[config.mk]
export PLATFORM = sky130hd
export DESIGN_NAME = apb_master_bridge
export DESIGN_NICKNAME = d
export VERILOG_FILES = /design/src/rtl/apb_pkg.sv /design/src/rtl/apb_wait_timer.sv /design/src/rtl/apb_master_bridge.sv
export SDC_FILE = /design/constraint.sdc
export NUM_CORES = 1
export LEC_CHECK = 0
export BUFFER_PORTS_ARGS = -buffer_cell sky130_fd_sc_hd__buf_2
export CORE_MARGIN = 10
export CORE_UTILIZATION = 38
export DETAILED_ROUTE_END_ITERATION = 10
export PLACE_DENSITY_LB_ADDON = 0.25
export SLEW_MARGIN = 15
export SYNTH_ARGS = -nofsm -noshare
export SYNTH_HDL_FRONTEND = slang
export SYNTH_SLANG_ARGS = --single-unit
[constraint.sdc]
create_clock -name PCLK -period 1.45 [get_ports PCLK]
set_input_delay 0.0725 -clock PCLK [delete_from_list [all_inputs] [get_ports PCLK]]
set_output_delay 0.0725 -clock PCLK [all_outputs]
set_load 0.01 [all_outputs]
[src/rtl/apb_pkg.sv]
// Shared types for the APB requester: FSM state encoding plus command and
// response records sized to the default bus widths.
package apb_pkg;

    localparam int APB_DATA_W = 32;
    localparam int APB_ADDR_W = 32;
    localparam int APB_NBYTES = APB_DATA_W / 8;

    typedef enum logic [1:0] {
        IDLE   = 2'd0,
        SETUP  = 2'd1,
        ACCESS = 2'd2
    } apb_state_e;

    typedef struct packed {
        logic                  write;
        logic [APB_ADDR_W-1:0] addr;
        logic [APB_DATA_W-1:0] wdata;
        logic [APB_NBYTES-1:0] strb;
    } apb_cmd_t;

    typedef struct packed {
        logic [APB_DATA_W-1:0] rdata;
        logic                  err;
    } apb_rsp_t;

endpackage

[src/rtl/apb_wait_timer.sv]
// ACCESS-phase wait counter: cleared at transfer start, counts stalled cycles,
// flags the last permitted cycle. A limit of 0 removes the timer entirely.
module apb_wait_timer #(
    parameter int TIMEOUT_CYCLES = 16
) (
    input  logic i_clk,
    input  logic i_srst,
    input  logic i_clear,
    input  logic i_enable,
    output logic o_tc
);

    generate
        if (TIMEOUT_CYCLES == 0) begin : g_off
            logic w_unused;
            assign w_unused = ^{i_clk, i_srst, i_clear, i_enable};
            assign o_tc     = 1'b0;
        end else begin : g_on
            localparam int CW = (TIMEOUT_CYCLES > 1) ? $clog2(TIMEOUT_CYCLES) : 1;
            logic [CW-1:0] r_count;

            // Saturates at the terminal count; the bridge leaves ACCESS there anyway.
            always_ff @(posedge i_clk) begin
                if (i_srst || i_clear) begin
                    r_count <= '0;
                end else if (i_enable && !o_tc) begin
                    r_count <= r_count + 1'b1;
                end
            end

            assign o_tc = (r_count == CW'(TIMEOUT_CYCLES - 1));
        end
    endgenerate

endmodule

[src/rtl/apb_master_bridge.sv]
// APB4 requester: one command at a time is turned into a SETUP/ACCESS
// transfer, and the result (or a wait-limit abort) is held on the response port.
module apb_master_bridge
    import apb_pkg::*;
#(
    parameter int DATA_WIDTH     = 32,
    parameter int ADDR_WIDTH     = 32,
    parameter int NBYTES         = DATA_WIDTH / 8,
    parameter int TIMEOUT_CYCLES = 16
) (
    input  logic                  PCLK,
    input  logic                  PRESET,
    input  logic                  cmd_valid,
    output logic                  cmd_ready,
    input  logic                  cmd_write,
    input  logic [ADDR_WIDTH-1:0] cmd_addr,
    input  logic [DATA_WIDTH-1:0] cmd_wdata,
    input  logic [NBYTES-1:0]     cmd_strb,
    output logic                  rsp_valid,
    input  logic                  rsp_ready,
    output logic [DATA_WIDTH-1:0] rsp_rdata,
    output logic                  rsp_err,
    output logic                  PSELx,
    output logic                  PENABLE,
    output logic [ADDR_WIDTH-1:0] PADDR,
    output logic                  PWRITE,
    output logic [NBYTES-1:0]     PSTRB,
    output logic [DATA_WIDTH-1:0] PWDATA,
    input  logic [DATA_WIDTH-1:0] PRDATA,
    input  logic                  PREADY
);

    apb_state_e            r_state;
    logic                  r_psel;
    logic                  r_penable;
    logic [ADDR_WIDTH-1:0] r_paddr;
    logic                  r_pwrite;
    logic [NBYTES-1:0]     r_pstrb;
    logic [DATA_WIDTH-1:0] r_pwdata;
    logic                  r_rsp_valid;
    logic [DATA_WIDTH-1:0] r_rsp_rdata;
    logic                  r_rsp_err;

    logic w_cmd_fire;
    logic w_wait;
    logic w_tc;

    // A new command may enter while the previous response retires this cycle.
    assign cmd_ready  = (r_state == IDLE) && (!r_rsp_valid || rsp_ready);
    assign w_cmd_fire = cmd_valid && cmd_ready;
    assign w_wait     = (r_state == ACCESS) && !PREADY;

    apb_wait_timer #(
        .TIMEOUT_CYCLES (TIMEOUT_CYCLES)
    ) u_wait_timer (
        .i_clk    (PCLK),
        .i_srst   (PRESET),
        .i_clear  (w_cmd_fire),
        .i_enable (w_wait),
        .o_tc     (w_tc)
    );

    always_ff @(posedge PCLK) begin
        if (PRESET) begin
            r_state     <= IDLE;
            r_psel      <= 1'b0;
            r_penable   <= 1'b0;
            r_paddr     <= '0;
            r_pwrite    <= 1'b0;
            r_pstrb     <= '0;
            r_pwdata    <= '0;
            r_rsp_valid <= 1'b0;
            r_rsp_rdata <= '0;
            r_rsp_err   <= 1'b0;
        end else begin
            if (r_rsp_valid && rsp_ready) begin
                r_rsp_valid <= 1'b0;
            end
            case (r_state)
                IDLE: begin
                    if (w_cmd_fire) begin
                        r_state   <= SETUP;
                        r_psel    <= 1'b1;
                        r_penable <= 1'b0;
                        r_paddr   <= cmd_addr;
                        r_pwrite  <= cmd_write;
                        r_pstrb   <= cmd_write ? cmd_strb : '0;
                        r_pwdata  <= cmd_wdata;
                    end
                end
                SETUP: begin
                    r_state   <= ACCESS;
                    r_penable <= 1'b1;
                end
                ACCESS: begin
                    // PREADY wins over a timeout landing on the same cycle.
                    if (PREADY) begin
                        r_state     <= IDLE;
                        r_psel      <= 1'b0;
                        r_penable   <= 1'b0;
                        r_rsp_valid <= 1'b1;
                        r_rsp_err   <= 1'b0;
                        r_rsp_rdata <= (r_psel && r_penable && !r_pwrite) ? PRDATA : '0;
                    end else if (w_tc) begin
                        r_state     <= IDLE;
                        r_psel      <= 1'b0;
                        r_penable   <= 1'b0;
                        r_rsp_valid <= 1'b1;
                        r_rsp_err   <= 1'b1;
                        r_rsp_rdata <= '0;
                    end
                end
                default: begin
                    r_state   <= IDLE;
                    r_psel    <= 1'b0;
                    r_penable <= 1'b0;
                end
            endcase
        end
    end

    assign PSELx     = r_psel;
    assign PENABLE   = r_penable;
    assign PADDR     = r_paddr;
    assign PWRITE    = r_pwrite;
    assign PSTRB     = r_pstrb;
    assign PWDATA    = r_pwdata;
    assign rsp_valid = r_rsp_valid;
    assign rsp_rdata = r_rsp_rdata;
    assign rsp_err   = r_rsp_err;

endmodule

Word-level counts from Yosys, hierarchy flattened
Index checks and enable logic that the tools add are counted.
{"block": "op_classes", "n_addsub": 1, "eq_ne": 5, "muxes": 20, "bitwise": 1, "reduce_logical": 19}
{"cell": "32-bit 2-to-1 mux", "count": 3}
{"cell": "1-bit 2-to-1 mux", "count": 10}
{"cell": "1-bit logical AND", "count": 7}
{"cell": "2-bit 2-to-1 mux", "count": 3}
{"cell": "1-bit case mux with 3 select lines", "count": 2}
{"cell": "2-bit case mux with 3 select lines", "count": 1}
{"cell": "2-bit AND reduction", "count": 3}
{"cell": "4-bit by 1-bit adder with 4-bit output, second input constant", "count": 1}
{"cell": "4-bit == test, second input constant", "count": 1}
{"cell": "1-bit logical NOT", "count": 4}
{"cell": "4-bit 2-to-1 mux", "count": 1}
{"cell": "3-bit by 2-bit != test with 1-bit output, second input constant", "count": 1}
{"cell": "3-bit AND reduction", "count": 1}
{"cell": "2-bit by 1-bit == test with 1-bit output, second input constant", "count": 1}
{"cell": "2-bit == test, second input constant", "count": 1}
{"cell": "2-bit logical NOT", "count": 1}
{"cell": "1-bit logical OR", "count": 2}
{"cell": "2-bit by 1-bit != test with 1-bit output, second input constant", "count": 1}
{"cell": "2-bit nonzero test", "count": 1}
{"cell": "1-bit inverter", "count": 1}
{"block": "word_totals", "reg_bits": 111, "inputBits": 106, "out_inout_bits": 106, "elab_cells": 57}

Depth between registers and ports, before layout
{"block": "depth", "ltp_word": 6, "ltp_mapped": 6, "ltp_nobuf": 4}

Modules after synthesis
From an unflattened synthesis, not the netlist that was laid out.
{"block": "hier_totals", "hier_cells": 528, "area_unflattened_um2": 4829.6}
{"mod": "apb_master_bridge", "n_inst": 1, "cells_per_inst": 506, "area_per_inst_um2": 4618.2, "seq_area_each_um2": 2142.1}
{"mod": "apb_wait_timer", "n_inst": 1, "cells_per_inst": 22, "area_per_inst_um2": 211.5, "seq_area_each_um2": 80.1}

Least setup slack after synthesis
OpenSTA, ideal clock, no wires.
{"block": "synth_timing", "path_type": "register to register", "from": "register u_wait_timer.g_on.r_count[0]", "to": "register u_wait_timer.g_on.r_count[3]", "arrival_time_ns": 1.447, "required_time_ns": 1.380, "path_slack_ns": -0.066, "stages_incl_launch_ff": 6, "path_buffers": 1, "period_less_slack_ns": 1.516, "path_cell_list": "dfxtp_1 -> ha_1 -> a31o_1 -> buf_6 -> or4_1 -> a21oi_1"}
{"block": "synth_between", "elab_chain_len": 3}
{"element": "from (decl)", "line": "apb_wait_timer.sv:20", "rtl": "logic [CW-1:0] r_count;"}
{"element": "from (signal assigned)", "line": "apb_wait_timer.sv:27", "rtl": "r_count <= r_count + 1'b1;"}
{"element": "branches (longest 3 deep; another with 4-bit by 1-bit adder with 4-bit output)"}
Several ways; the timed one is not identified.
A chain may end at the register's enable or synchronous reset.

Final worst setup path
{"block": "layout_timing", "from": "register u_wait_timer.g_on.r_count[0]", "to": "register u_wait_timer.g_on.r_count[0]"}
Same word-level chain as after synthesis.

==> results.py <==
metrics = {
    "grt": {
        "antenna_found_initial": 1,
        "grt_max_degree": 45,
        "grt_remaining_overflow": 0,
        "track_usage": 0.194,
        "grt_pass1_vias": 3894,
        "grt_pass1_wl_mm": 20.8,
    },
    "sta": {
        "hold_violations": 0,
        "worst_slew_pin_slew_ns": 0.422,
        "finClkSkew_ns": 0.00993,
        "min_period_ns": 1.48,
        "finalMaxSlewViolations": 0,
        "slew-limit-headroom": 0.718,
        "fin_crit_sh": 1.02,
        "max_freq_mhz": 677,
        "setup_violations": 6,
        "rsz0062_at_grt": "yes",
        "fin_ws_ns": -0.0275,
    },
    "setup_path": {
        "cp_data_arrival_time_ns": 1.78,
        "crit_required_ns": 1.75,
        "cp-startpoint": "u_wait_timer.g_on.r_count[0]$_SDFFE_PP0P_",
        "cp-start-kind": "register",
        "crit_fanout": 6,
        "r2r_slack_ns": -0.03,
        "r2r_start": "u_wait_timer.g_on.r_count[0]$_SDFFE_PP0P_",
        "crit_type": "reg2reg",
        "critical_path.endpoint_type": "register",
        "reg2regPathDepth": 5,
        "timing.rr.end": "u_wait_timer.g_on.r_count[0]$_SDFFE_PP0P_",
    },
    "cells_and_area": {
        "area_growth_pct": 78.4,
        "fin_area_sq_um": 6190,
        "utilization": 0.703,
        "drive_gt1_frac": 0.451,
        "final_nets": 710,
    },
    "floorplanning": {
        "core_sq_um": 8810,
        "initial_core_util": 0.394,
        "io_pins": 212,
        "die-area_sq_um": 13300,
        "die_h_um": 116,
        "die_x_um": 116,
        "rows": 34,
    },
    "synthesis": {
        "synth_cell_type_count": 27,
        "ys_seq_area_frac": 0.635,
        "syn_area_sq_um": 3470,
        "ys_seq_elements": 110,
        "synth_area_per_cell_sq_um": 12.7,
        "yosysTopAreaCellShare": 0.635,
        "yosysWarnings": 0,
        "ys.flop_type": "dfxtp_1",
        "syn_inst": 273,
        "synth_most_common_cell": "dfxtp_1",
        "synthTopCellsByArea": "dfxtp_1 (63%), a22o_1 (24%), buf_2 (2.9%), a32o_1 (1.2%), a21oi_1 (1.0%)",
        "synth_common_cells": "dfxtp_1 (110), a22o_1 (97), buf_2 (20)",
        "synth_enable_flop_cells": 0,
        "syn-num-nets": 380,
        "async_flop_share": 0,
        "yosysTopAreaCell": "dfxtp_1",
    },
    "detailed_routing": {
        "vias": 3607,
        "drtIter0Drc": 179,
        "viasPerCell": 5.03,
        "firstDrtPassIters": 4,
        "drc_errors": 0,
        "post_drt_wl_per_cell_um": 20.1,
        "detail-route-antenna-nets": 0,
        "wl_mm": 14.4,
    },
    "worst_hold_path": {
        "hold_end": "rsp_valid$_SDFF_PP0_",
        "hold_start": "rsp_ready",
        "hold_path_depth": 4,
        "hold_class": "in2reg",
    },
    "outcome": {
        "status": "complete, but fails checks",
        "violations": "negative setup slack",
    },
    "power_and_ir_drop": {
        "intPower_mw": 4.43,
        "leakagePower_nw": 3.01,
        "combPwrFrac": 0.180,
        "power_switching_share": 0.269,
        "clkPwrFrac": 0.284,
        "powerDensity_nw_per_um2": 980,
        "p_sw_mw": 1.63,
        "seqPwrFrac": 0.536,
        "ir_drop_v": 0.000520,
    },
    "clock_network": {
        "root_buffer": "clkbuf_8",
        "cts_tree": "done",
        "cts_made_buffers": 9,
        "cts_sinks": 110,
        "clk_latency_ns": 0.36,
        "clk_pin_slew_ns": 0.11,
        "h-tree-depth": 3,
        "clockBufferDepth": 2,
    },
    "place": {
        "port_buffers": 211,
        "place.gp.congestion": 0.795,
        "hpwl_mm": 8.13,
        "place_area_sq_um": 4710,
    },
    "job": {
        "maxCapViolations": 0,
    },
}
## placed cells by master, fill, tap and decap left out, types with 2 or more instances in the layout
cell type,netlist,routed
a32o_1,4,4
buf_2,20,211
buf_6,1,4
nor2_4,0,3
dlygate4sd3_1,0,101
dfxtp_1,110,107
clkbuf_16,0,4
buf_12,0,5
clkinv_2,0,2
o21ai_0,3,3
a31o_2,2,2
a22o_1,97,97
a21oi_2,1,3
nand3_1,2,2
clkbuf_8,0,9
nor2b_1,2,2
inv_1,2,2
nor2_1,4,2
dfxtp_2,0,3
inv_6,0,2
a21oi_1,7,5
buf_4,2,15
## worst max-delay path, stage by stage, from the launching register on
cell	delay (ns)
dfxtp_1	0.35
ha_4	0.18
a31o_4	0.24
buf_4	0.16
or3_1	0.33
a21oi_1	0.16
## power by group through the flow
stage          Clock (mW)  Sequential [mW]  Combinational [mW]
2_1_floorplan           0             3.39               0.256
3_3_place_gp            0             3.31               0.727
3_5_place_dp            0             3.31               0.743
4_1_cts              1.76             3.24               0.982
5_1_grt              1.88             3.27                1.17
6_report             1.72             3.25                1.09
## kinds of logic after synthesis
family | Yosys count | share of synthesized area
AO/OA/AOI/OAI | 120 | 0.293
flip-flops | 110 | 0.635
adder cells (fa/ha/maj) | 1 | 0.00361
AND/OR/NAND/NOR | 17 | 0.0299
buffers and inverters | 25 | 0.0386
## cell type report
type                       count  area, sq um
inverter                       2         7.51
clock buffer                   9          124
clock inverter                 7         55.1
fill                         632         2620
sequential                   110         2210
multi-input combinational    139         1220
timing repair buffer         341         2440
tap                          108          135
antenna                        1         2.50
## repair_timing
item	in CTS	in global routing
gates cloned	1	7
setup endpoints to repair	101	105
resized for setup	5	15
setup buffers	2	4
hold buffers	101	0
pin swaps	1	14
endpoints found under the hold margin	101	0
## sequential cells by signal, summed over array words and instances, names as in the netlist
| register | flops |
|---|---|
| rsp_valid | 1 |
| rsp_rdata | 32 |
| PWRITE | 1 |
| PSTRB | 4 |
| PWDATA | 32 |
| PSELx | 1 |
| PADDR | 32 |
| rsp_err | 1 |
| u_wait_timer.g_on.r_count | 4 |
| r_state | 2 |
## per-stage QoR
| stage | instances | TNS (ns) | setup WS (ns) | hold WS [ns] | power (mW) |
|---|---|---|---|---|---|
| floorplan | 273 | 0 | 0.0304 | 0.169 | 3.64 |
| global placement | 585 | -8.02 | -0.252 | 0.280 | 4.03 |
| detailed placement | 585 | -11.17 | -0.361 | 0.286 | 4.05 |
| CTS | 705 | -0.000796 | -0.000796 | 0.0257 | 5.99 |
| global route | 717 | -2.81 | -0.0627 | 0.0369 | 6.32 |
| finish | 717 | -0.0603 | -0.0275 | 0.0349 | 6.06 |
## routing by layer
layer / up-vias / wire, um / track usage
li1: 1718 / - / -
met1: 1721 / 5380 / 0.205
met2: 149 / 7450 / 0.346
met3: 19 / 1340 / 0.0765
met4: 0 / 224 / 0.0633
met5: - / 0 / 0
## how the worst max path moves through the flow
stage | endpoint | slack [ns] | depth (start not counted)
after global routing | u_wait_timer.g_on.r_count[0]$_SDFFE_PP0P_ | -0.06 | 5
after floorplan | u_wait_timer.g_on.r_count[3]$_SDFFE_PP0P_ | 0.03 | 5
final | u_wait_timer.g_on.r_count[0]$_SDFFE_PP0P_ | -0.03 | 5
after detailed placement | rsp_rdata[27]$_SDFFE_PP0P_ | -0.36 | 3
after CTS | rsp_rdata[26]$_SDFFE_PP0P_ | -0.0008 | 3
after global placement | rsp_rdata[20]$_SDFFE_PP0P_ | -0.25 | 3
Note: power is estimated with default switching activity, not from simulation.
